===== src/rtl/rv32_mem_arbiter_if.sv =====
// rv32_mem_arbiter_if: fetch, load/store and memory bus signals of the priRV32 memory arbiter
interface rv32_mem_arbiter_if;
    logic        if_req, if_gnt, if_rvalid, if_err;
    logic [31:0] if_addr, if_rdata;
    logic        ls_req, ls_we, ls_gnt, ls_rvalid, ls_err;
    logic [31:0] ls_addr, ls_wdata, ls_rdata;
    logic [3:0]  ls_be;
    logic        mem_req, mem_we, mem_ready, mem_rvalid;
    logic [31:0] mem_addr, mem_wdata, mem_rdata;
    logic [3:0]  mem_be;
    modport slave (
        input  if_req, if_addr, ls_req, ls_we, ls_addr, ls_wdata, ls_be, mem_ready, mem_rvalid, mem_rdata,
        output if_gnt, if_rvalid, if_rdata, if_err, ls_gnt, ls_rvalid, ls_rdata, ls_err,
               mem_req, mem_we, mem_addr, mem_wdata, mem_be
    );
    modport master (
        output if_req, if_addr, ls_req, ls_we, ls_addr, ls_wdata, ls_be, mem_ready, mem_rvalid, mem_rdata,
        input  if_gnt, if_rvalid, if_rdata, if_err, ls_gnt, ls_rvalid, ls_rdata, ls_err,
               mem_req, mem_we, mem_addr, mem_wdata, mem_be
    );
endinterface


===== src/rtl/rv32_mem_arbiter.sv =====
// rv32_mem_arbiter: single-outstanding arbiter of fetch and load/store onto one memory bus
module rv32_mem_arbiter #(
    parameter int MAX_STREAK = 4,
    parameter int TIMEOUT    = 16
) (
    input  logic                clk,
    input  logic                reset,
    rv32_mem_arbiter_if.slave   bus,
    output logic                busy
);
    localparam int SW = $clog2(MAX_STREAK + 1);
    localparam int TW = $clog2(TIMEOUT);
    localparam logic [SW-1:0] SMAX  = SW'(MAX_STREAK);
    localparam logic [TW-1:0] TLAST = TW'(TIMEOUT - 1);
    typedef enum logic [1:0] {IDLE, ADDR, RESP} state_t;
    state_t        st;
    logic [SW-1:0] streak;
    logic [TW-1:0] tcnt;
    logic          own, if_err_q, ls_err_q;
    logic [31:0]   if_rdata_q, ls_rdata_q, rv;
    logic          idle, ls_win, done, abort, fin;
    // grants and completions are decoded in-cycle so gnt->mem_req->rvalid fits in three cycles
    always_comb begin
        idle          = st == IDLE;
        ls_win        = bus.ls_req && (!bus.if_req || streak < SMAX);
        bus.ls_gnt    = reset && idle && ls_win;
        bus.if_gnt    = reset && idle && bus.if_req && !ls_win;
        done          = st == RESP && bus.mem_rvalid;
        abort         = tcnt == TLAST && (st == ADDR ? !bus.mem_ready : st == RESP && !bus.mem_rvalid);
        fin           = done || abort;
        bus.ls_rvalid = fin && own;
        bus.if_rvalid = fin && !own;
        rv            = (abort || bus.mem_we) ? '0 : bus.mem_rdata;
        bus.ls_rdata  = bus.ls_rvalid ? rv : ls_rdata_q;
        bus.ls_err    = bus.ls_rvalid ? abort : ls_err_q;
        bus.if_rdata  = bus.if_rvalid ? rv : if_rdata_q;
        bus.if_err    = bus.if_rvalid ? abort : if_err_q;
        bus.mem_req   = st == ADDR;
        busy          = !idle;
    end
    always_ff @(posedge clk or negedge reset) begin
        if (!reset) begin
            st            <= IDLE;
            streak        <= '0;
            tcnt          <= '0;
            own           <= 1'b0;
            bus.mem_we    <= 1'b0;
            bus.mem_addr  <= '0;
            bus.mem_wdata <= '0;
            bus.mem_be    <= '0;
            if_rdata_q    <= '0;
            ls_rdata_q    <= '0;
            if_err_q      <= 1'b0;
            ls_err_q      <= 1'b0;
        end else begin
            if (bus.ls_gnt || bus.if_gnt) begin
                st            <= ADDR;
                own           <= bus.ls_gnt;
                bus.mem_we    <= bus.ls_gnt && bus.ls_we;
                bus.mem_addr  <= bus.ls_gnt ? bus.ls_addr : bus.if_addr;
                bus.mem_wdata <= bus.ls_gnt ? bus.ls_wdata : '0;
                bus.mem_be    <= bus.ls_gnt ? bus.ls_be : 4'hF;
                streak        <= (bus.if_gnt || !bus.if_req) ? '0 : (streak == SMAX ? SMAX : streak + 1'b1);
            end else if (st == ADDR && bus.mem_ready) begin
                st   <= RESP;
                tcnt <= '0;
            end else if (fin) begin
                st   <= IDLE;
                tcnt <= '0;
            end else if (!idle) begin
                tcnt <= tcnt + 1'b1;
            end
            if (bus.ls_rvalid) begin
                ls_rdata_q <= rv;
                ls_err_q   <= abort;
            end
            if (bus.if_rvalid) begin
                if_rdata_q <= rv;
                if_err_q   <= abort;
            end
        end
    end
endmodule


===== src/flat_wrapper.sv =====
// flat-port wrapper written by rule: the top's interface ports become plain ports
module rv32_mem_arbiter_flat 
#(
    parameter int MAX_STREAK = 4,
    parameter int TIMEOUT    = 16
)
  (clk, reset, busy, bus_if_req, bus_if_addr, bus_ls_req, bus_ls_we, bus_ls_addr, bus_ls_wdata, bus_ls_be, bus_mem_ready, bus_mem_rvalid, bus_mem_rdata, bus_if_gnt, bus_if_rvalid, bus_if_rdata, bus_if_err, bus_ls_gnt, bus_ls_rvalid, bus_ls_rdata, bus_ls_err, bus_mem_req, bus_mem_we, bus_mem_addr, bus_mem_wdata, bus_mem_be);
  rv32_mem_arbiter_if bus_i ();
  input  logic clk;
  input  logic reset;
  output logic busy;
  input wire logic [$bits(bus_i.if_req)-1:0] bus_if_req;
  input wire logic [$bits(bus_i.if_addr)-1:0] bus_if_addr;
  input wire logic [$bits(bus_i.ls_req)-1:0] bus_ls_req;
  input wire logic [$bits(bus_i.ls_we)-1:0] bus_ls_we;
  input wire logic [$bits(bus_i.ls_addr)-1:0] bus_ls_addr;
  input wire logic [$bits(bus_i.ls_wdata)-1:0] bus_ls_wdata;
  input wire logic [$bits(bus_i.ls_be)-1:0] bus_ls_be;
  input wire logic [$bits(bus_i.mem_ready)-1:0] bus_mem_ready;
  input wire logic [$bits(bus_i.mem_rvalid)-1:0] bus_mem_rvalid;
  input wire logic [$bits(bus_i.mem_rdata)-1:0] bus_mem_rdata;
  output wire logic [$bits(bus_i.if_gnt)-1:0] bus_if_gnt;
  output wire logic [$bits(bus_i.if_rvalid)-1:0] bus_if_rvalid;
  output wire logic [$bits(bus_i.if_rdata)-1:0] bus_if_rdata;
  output wire logic [$bits(bus_i.if_err)-1:0] bus_if_err;
  output wire logic [$bits(bus_i.ls_gnt)-1:0] bus_ls_gnt;
  output wire logic [$bits(bus_i.ls_rvalid)-1:0] bus_ls_rvalid;
  output wire logic [$bits(bus_i.ls_rdata)-1:0] bus_ls_rdata;
  output wire logic [$bits(bus_i.ls_err)-1:0] bus_ls_err;
  output wire logic [$bits(bus_i.mem_req)-1:0] bus_mem_req;
  output wire logic [$bits(bus_i.mem_we)-1:0] bus_mem_we;
  output wire logic [$bits(bus_i.mem_addr)-1:0] bus_mem_addr;
  output wire logic [$bits(bus_i.mem_wdata)-1:0] bus_mem_wdata;
  output wire logic [$bits(bus_i.mem_be)-1:0] bus_mem_be;
  assign bus_i.if_req = bus_if_req;
  assign bus_i.if_addr = bus_if_addr;
  assign bus_i.ls_req = bus_ls_req;
  assign bus_i.ls_we = bus_ls_we;
  assign bus_i.ls_addr = bus_ls_addr;
  assign bus_i.ls_wdata = bus_ls_wdata;
  assign bus_i.ls_be = bus_ls_be;
  assign bus_i.mem_ready = bus_mem_ready;
  assign bus_i.mem_rvalid = bus_mem_rvalid;
  assign bus_i.mem_rdata = bus_mem_rdata;
  assign bus_if_gnt = bus_i.if_gnt;
  assign bus_if_rvalid = bus_i.if_rvalid;
  assign bus_if_rdata = bus_i.if_rdata;
  assign bus_if_err = bus_i.if_err;
  assign bus_ls_gnt = bus_i.ls_gnt;
  assign bus_ls_rvalid = bus_i.ls_rvalid;
  assign bus_ls_rdata = bus_i.ls_rdata;
  assign bus_ls_err = bus_i.ls_err;
  assign bus_mem_req = bus_i.mem_req;
  assign bus_mem_we = bus_i.mem_we;
  assign bus_mem_addr = bus_i.mem_addr;
  assign bus_mem_wdata = bus_i.mem_wdata;
  assign bus_mem_be = bus_i.mem_be;
  rv32_mem_arbiter #(.MAX_STREAK(MAX_STREAK), .TIMEOUT(TIMEOUT)) u_core (.clk(clk), .reset(reset), .bus(bus_i), .busy(busy));
endmodule

===== config.mk =====
export PLATFORM = sky130hd
export DESIGN_NAME = rv32_mem_arbiter_flat
export DESIGN_NICKNAME = d
export VERILOG_FILES = /design/src/rtl/rv32_mem_arbiter_if.sv /design/src/rtl/rv32_mem_arbiter.sv /design/src/flat_wrapper.sv
export SDC_FILE = /design/constraint.sdc
export NUM_CORES = 1
export LEC_CHECK = 0
export CORE_MARGIN = 8
export CORE_UTILIZATION = 45
export DETAILED_ROUTE_END_ITERATION = 10
export GPL_TIMING_DRIVEN = 0
export PLACE_DENSITY = 0.87
export SYNTH_ARGS = -nofsm -noshare
export SYNTH_HDL_FRONTEND = slang
export SYNTH_SLANG_ARGS = --single-unit

===== constraint.sdc =====
create_clock -name clk -period 4.2 [get_ports clk]
set_input_delay 0.42 -clock clk [delete_from_list [all_inputs] [get_ports clk]]
set_output_delay 0.42 -clock clk [all_outputs]
set_load 0.01 [all_outputs]

Word-level counts from Yosys, hierarchy flattened
Cells that the tools add are included.
{ "word_totals": {"inputBits": 139, "reg_bits": 145, "output_inout_bits": 141} }
{ "op_classes": {"mux": 17, "n_lt_le_gt_ge": 1, "n_bitwise": 1, "add_sub_neg": 2, "reduce_logical": 26, "n_eq_ne": 5} }
{ "ops": {"columns": ["operator", "n"], "rows": [
  ["2-to-1 mux 32 bit", 5],
  ["2-to-1 mux 4 bit", 4],
  ["logical AND 1 bit", 12],
  ["logical NOT 1 bit", 6],
  ["2-to-1 mux 2 bit", 3],
  ["2-to-1 mux 3 bit", 2],
  ["logical OR 1 bit", 5],
  ["adder 4 x 1 -> 4 bit (second input constant)", 1],
  ["== test 4 bit (second input constant)", 1],
  ["adder 3 x 1 -> 3 bit (second input constant)", 1],
  ["== test 3 bit (second input constant)", 1],
  ["less-than comparator 3 bit (second input constant)", 1],
  ["2-to-1 mux 1 bit", 3],
  ["!= test 3 bit (second input constant)", 1],
  ["nonzero test 3 bit", 1],
  ["== test 2 x 1 -> 1 bit (second input constant)", 1],
  ["== test 2 bit (second input constant)", 1],
  ["logical NOT 2 bit", 1],
  ["AND reduction 2 bit", 1],
  ["inverter 1 bit", 1]
]} }

Longest topological paths before layout
{ "logic_depth": {"ltp_word": 8, "ltp_mapped": 8} }

Worst setup path after synthesis
Ideal clock, no wire load.
{ "synth_timing": {"path_type": "flip-flop to output port", "startpoint": "register u_core.tcnt[0]", "endpoint": "output port bus_if_rdata[24]", "setup_slack_ps": 2084, "stages_incl_launch_ff": 7, "required_time_ps": 3780, "path_buffers": 2, "arrival_ps": 1696, "cell_sequence": "dfrtp_1 ha_1 and3_1 clkbuf_1 a32oi_2 clkbuf_1 o21ai_0"} }
{ "synth_via": {"elab_chain_len": 5, "elab_cells_between_ends": 7} }
{ "synth_lines": {"columns": ["item", "line_no", "source"], "rows": [
  ["start, declared", "rv32_mem_arbiter.sv:18", "logic [TW-1:0] tcnt;"],
  ["start signal, assigned", "rv32_mem_arbiter.sv:71", "tcnt <= tcnt + 1'b1;"],
  ["== test 4 bit (*)", "rv32_mem_arbiter.sv:29", "abort = tcnt == TLAST && (st == ADDR ? !bus.mem_ready : st == RESP && !bus.mem_rvalid);"],
  ["logical AND 1 bit (*)", "rv32_mem_arbiter.sv:29", null],
  ["logical OR 1 bit, on equally long branches", "rv32_mem_arbiter.sv:33, rv32_mem_arbiter.sv:30", null],
  ["2-to-1 mux 32 bit or logical AND 1 bit (tied branches)", "rv32_mem_arbiter.sv:33, rv32_mem_arbiter.sv:32", null],
  ["2-to-1 mux 32 bit (*)", "rv32_mem_arbiter.sv:36", "bus.if_rdata = bus.if_rvalid ? rv : if_rdata_q;"],
  ["end, declared", "flat_wrapper.sv:24", "output wire logic [$bits(bus_i.if_rdata)-1:0] bus_if_rdata;"]
]} }
Every way passes the cells marked *; elsewhere a longest branch is shown, timed or not.

Final worst setup path
{ "layout_timing": {"startpoint": "input port reset", "endpoint": "output port bus_ls_gnt"} }
{ "layout_via": {"elab_chain_len": 2} }
{ "layout_lines": {"columns": ["item", "line_no", "source"], "rows": [
  ["start, declared", "flat_wrapper.sv:10", "input logic reset;"],
  ["logical AND 1 bit (2 in series)", "rv32_mem_arbiter.sv:26", "bus.ls_gnt = reset && idle && ls_win;"],
  ["end, declared", "flat_wrapper.sv:26", "output wire logic [$bits(bus_i.ls_gnt)-1:0] bus_ls_gnt;"]
]} }
Every way passes these cells.

==> impl_results.html <==
<table>
<tr><th>Metric</th><th>Value</th></tr>
<tr><th colspan="2">Status</th></tr>
<tr><td>Outcome</td><td>complete, no violations</td></tr>
<tr><th colspan="2">Setup path</th></tr>
<tr><td>Kind of end point of the critical path</td><td>output port</td></tr>
<tr><td>Worst endpoint data arrival time</td><td>3.10 ns</td></tr>
<tr><td>Element type at the critical path start</td><td>input port</td></tr>
<tr><td>Worst Path Class, Setup</td><td>in2out</td></tr>
<tr><td>Worst endpoint required time</td><td>3.78 ns</td></tr>
<tr><td>Critical Path Fanout Max</td><td>98</td></tr>
<tr><th colspan="2">Final layout</th></tr>
<tr><td>Total area of multi-input combinational cells</td><td>2060 µm²</td></tr>
<tr><td>Most common library cell in the layout ignoring fill and taps</td><td>clkdlybuf4s50_1</td></tr>
<tr><td>Commonest cells after routing, fill and taps aside</td><td>clkdlybuf4s50_1 (278), dfrtp_1 (145), nand2_1 (138), o21ai_0 (56), a22o_1 (35)</td></tr>
<tr><td>Utilization of the core after routing</td><td>0.738</td></tr>
<tr><td>P&amp;R area growth vs syn</td><td>61.8%</td></tr>
<tr><td>Fraction of final layout cells with drive strength greater than 1</td><td>0.0805</td></tr>
<tr><td>Number of inserted filler cells in the final layout</td><td>930</td></tr>
<tr><td>Seq. cell area</td><td>3630 µm²</td></tr>
<tr><td>Layout Nets</td><td>1011</td></tr>
<tr><td>Antenna cell count</td><td>0</td></tr>
<tr><th colspan="2">Detailed routing</th></tr>
<tr><td>Final ANT Viol Nets</td><td>0</td></tr>
<tr><td>Routed vias/inst</td><td>5.28</td></tr>
<tr><td>1st-iter DRT viols</td><td>316</td></tr>
<tr><td>Routed vias</td><td>5585</td></tr>
<tr><td>First-pass iteration count of the detailed router</td><td>6</td></tr>
<tr><td>Detailed Route WL</td><td>20400 µm</td></tr>
<tr><td>Drc violations</td><td>0</td></tr>
<tr><td>Post-DR wirelength/cell</td><td>19.3 µm</td></tr>
<tr><th colspan="2">GRT</th></tr>
<tr><td>First-pass GRT wire length</td><td>33700 µm</td></tr>
<tr><td>Initial antenna violation count</td><td>1</td></tr>
<tr><td>Total global routing overflow</td><td>0</td></tr>
<tr><td>Number of global-route vias before repair</td><td>6182</td></tr>
<tr><td>Total routing usage reported by global routing</td><td>0.244</td></tr>
<tr><td>Largest net degree at the start of global routing</td><td>99</td></tr>
<tr><th colspan="2">Floorplanning</th></tr>
<tr><td>Number of rows in the core area</td><td>42</td></tr>
<tr><td>Die height</td><td>131 µm</td></tr>
<tr><td>Placeable core area</td><td>13100 µm²</td></tr>
<tr><td>Boundary Pins</td><td>280</td></tr>
<tr><td>Starting density of the core</td><td>0.456</td></tr>
<tr><td>Die area</td><td>17300 µm²</td></tr>
<tr><td>Width of the die</td><td>131 µm</td></tr>
<tr><th colspan="2">CTS</th></tr>
<tr><td>Deepest clock path buffer count</td><td>2</td></tr>
<tr><td>Number of buffers added by the clock tree synthesis step</td><td>17</td></tr>
<tr><td>Clock tree from TritonCTS</td><td>done</td></tr>
<tr><td>Number of H-tree branching levels</td><td>4</td></tr>
<tr><td>Clk root buf</td><td>clkbuf_16</td></tr>
<tr><td>Count of buffers added by post-CTS timing repair for setup</td><td>0</td></tr>
<tr><td>Number of cells upsized or downsized after cts</td><td>0</td></tr>
<tr><td>Clock tree sinks</td><td>145</td></tr>
<tr><td>Worst-Skew Late Latency</td><td>0.42 ns</td></tr>
<tr><td>Clock edge transition at the registers on the reported setup and hold paths</td><td>0.06 ns</td></tr>
<tr><th colspan="2">Pwr</th></tr>
<tr><td>Power Density</td><td>747 nW/µm²</td></tr>
<tr><td>Maximum vdd drop</td><td>0.000416 V</td></tr>
<tr><td>Total power</td><td>7.24 mW</td></tr>
<tr><td>Static leakage</td><td>4.25 nW</td></tr>
<tr><th colspan="2">STA</th></tr>
<tr><td>Tightest slew margin relative to the limit</td><td>0.636</td></tr>
<tr><td>Setup clock skew after layout</td><td>0.00580 ns</td></tr>
<tr><td>Final critical path time including I/O delays and setup</td><td>3.52 ns</td></tr>
<tr><td>Pins Over Slew Limit</td><td>0</td></tr>
<tr><td>Setup repair after global routing missed its margin</td><td>false</td></tr>
<tr><td>Total negative setup slack</td><td>0 ns</td></tr>
<tr><td>Final hold violation count</td><td>0</td></tr>
<tr><td>Number of setup violations in the final report</td><td>0</td></tr>
<tr><td>Maximum frequency from static timing analysis</td><td>284 MHz</td></tr>
<tr><td>Post-route clock period utilization</td><td>0.838</td></tr>
<tr><td>Transition time at the pin with the least slew margin</td><td>0.546 ns</td></tr>
<tr><th colspan="2">Placement</th></tr>
<tr><td>Count of port buffers added during placement</td><td>279</td></tr>
<tr><td>Final weighted congestion of routability-driven global placement</td><td>0.823</td></tr>
<tr><td>DPL Wire Length</td><td>15300 µm</td></tr>
<tr><th colspan="2">Yosys</th></tr>
<tr><td>Post-synthesis net count</td><td>711</td></tr>
<tr><td>Instance count of the mapped netlist</td><td>569</td></tr>
<tr><td>Post-synth cell types</td><td>36</td></tr>
<tr><td>Post-Synthesis Cell Area</td><td>5990 µm²</td></tr>
<tr><td>Count of synthesis-stage warnings from yosys</td><td>0</td></tr>
<tr><td>Register area share after synthesis</td><td>0.605</td></tr>
<tr><td>Number of register bits inferred by synthesis</td><td>145</td></tr>
<tr><td>Syn Area/Cell</td><td>10.5 µm²</td></tr>
<tr><th colspan="2">Hold path</th></tr>
<tr><td>Min-Delay Path Class</td><td>reg2reg</td></tr>
<tr><th colspan="2">Job</th></tr>
<tr><td>Max-cap check violation count</td><td>0</td></tr>
</table>
[cell type report]
type / count / area share
clock inverter: 14 / 0.0217
clock buffer: 18 / 0.0453
tap: 176 / 0.0227
multi-input combinational: 374 / 0.213
inverter: 8 / 0.00310
buffer: 42 / 0.0283
sequential: 145 / 0.374
timing repair buffer: 281 / 0.292
[sequential cells by signal, indices dropped and copies added (netlist names)]
name	flops
u_core.streak	3
u_core.st	2
u_core.bus.mem_we	1
u_core.bus.mem_addr	32
u_core.ls_err_q	1
u_core.if_rdata_q	32
u_core.tcnt	4
u_core.ls_rdata_q	32
u_core.bus.mem_wdata	32
u_core.if_err_q	1
u_core.own	1
u_core.bus.mem_be	4
[timing repair]
| item | CTS | global route |
|---|---|---|
| hold buffers | 1 | 0 |
| endpoints found under the hold margin | 51 | 0 |
| endpoints found under the setup margin | 0 | 0 |
[cell families after synthesis]
| group | count (synthesis) | share of synthesized area |
|---|---|---|
| AND/OR/NAND/NOR | 217 | 0.166 |
| AO/OA/AOI/OAI | 151 | 0.167 |
| flip-flops | 145 | 0.605 |
| buffers and inverters | 50 | 0.0507 |
| adder cells (fa/ha/maj) | 3 | 0.00626 |
| XOR/XNOR | 2 | 0.00292 |
| multiplexers | 1 | 0.00188 |
[critical path: stages]
cell and delay [ns]:
dlygate4sd3_1 0.55, buf_6 0.43, buf_16 0.40, nand4_1 0.21
inv_2 0.12, buf_2 0.23, clkdlybuf4s50_1 0.59
[final timing paths]
check,startpoint,to,slack (ns),cells past startpoint
max in group asynchronous,reset,u_core.own$_DFFE_PN0P_,2.79,3
min in group asynchronous,reset,u_core.if_rdata_q[6]$_DFF_PN0_,0.54,2
worst max register to register,u_core.tcnt[0]$_DFFE_PN0P_,u_core.if_rdata_q[29]$_DFF_PN0_,1.99,6
worst min-delay path,u_core.if_rdata_q[1]$_DFF_PN0_,u_core.if_rdata_q[1]$_DFF_PN0_,0.46,2
worst max-delay path,reset,bus_ls_gnt,0.68,7
worst min register to register,u_core.if_rdata_q[1]$_DFF_PN0_,u_core.if_rdata_q[1]$_DFF_PN0_,0.46,2
[where the power goes]
| part | total, mW | internal (mW) | switching (mW) |
|---|---|---|---|
| clock | 1.66 | 1.07 | 0.595 |
| combinational | 3.23 | 1.73 | 1.50 |
| sequential | 2.35 | 2.02 | 0.331 |
| total | 7.24 | 4.81 | 2.43 |
[synthesized netlist by cell type (all sizes together)]
master / number / share of area
a21oi: 1 / 0.00083
a22o: 35 / 0.051
a31o: 1 / 0.0015
a31oi: 33 / 0.034
a32oi: 2 / 0.0054
and2b: 1 / 0.0013
and3: 1 / 0.0010
and3b: 1 / 0.0015
buf: 25 / 0.035
clkbuf: 17 / 0.011
dfrtp: 145 / 0.61
ha: 3 / 0.0063
inv: 8 / 0.0050
mux2: 1 / 0.0019
nand2: 138 / 0.086
nand2b: 1 / 0.0010
nand3: 1 / 0.00083
nand3b: 32 / 0.040
nand4: 2 / 0.0021
nor2: 35 / 0.023
nor3b: 4 / 0.0069
o211a: 1 / 0.0017
o211ai: 1 / 0.0021
o21ai: 72 / 0.063
o22a: 4 / 0.0058
o311a: 1 / 0.0017
or2b: 1 / 0.0013
xor2: 2 / 0.0029
[through the flow]
step	instance area, µm²	worst slack, ns	hold WS [ns]	instances
6_report	9690	0.682	0.465	1058
3_3_place_gp	9010	-3.82	0.448	1024
3_5_place_dp	9030	1.06	0.407	1025
2_1_floorplan	5990	2.08	0.124	569
4_1_cts	9690	0.658	0.467	1058
5_1_grt	9690	0.431	0.513	1058
[metal layers]
layer | track usage | wire [µm] | vias to the layer above
met4 | 0.107 | 662 | 2
met1 | 0.271 | 7900 | 2682
li1 | - | - | 2574
met5 | 0 | 13 | -
met2 | 0.404 | 9810 | 278
met3 | 0.101 | 1990 | 49
Power figures use the tool's default switching activity.
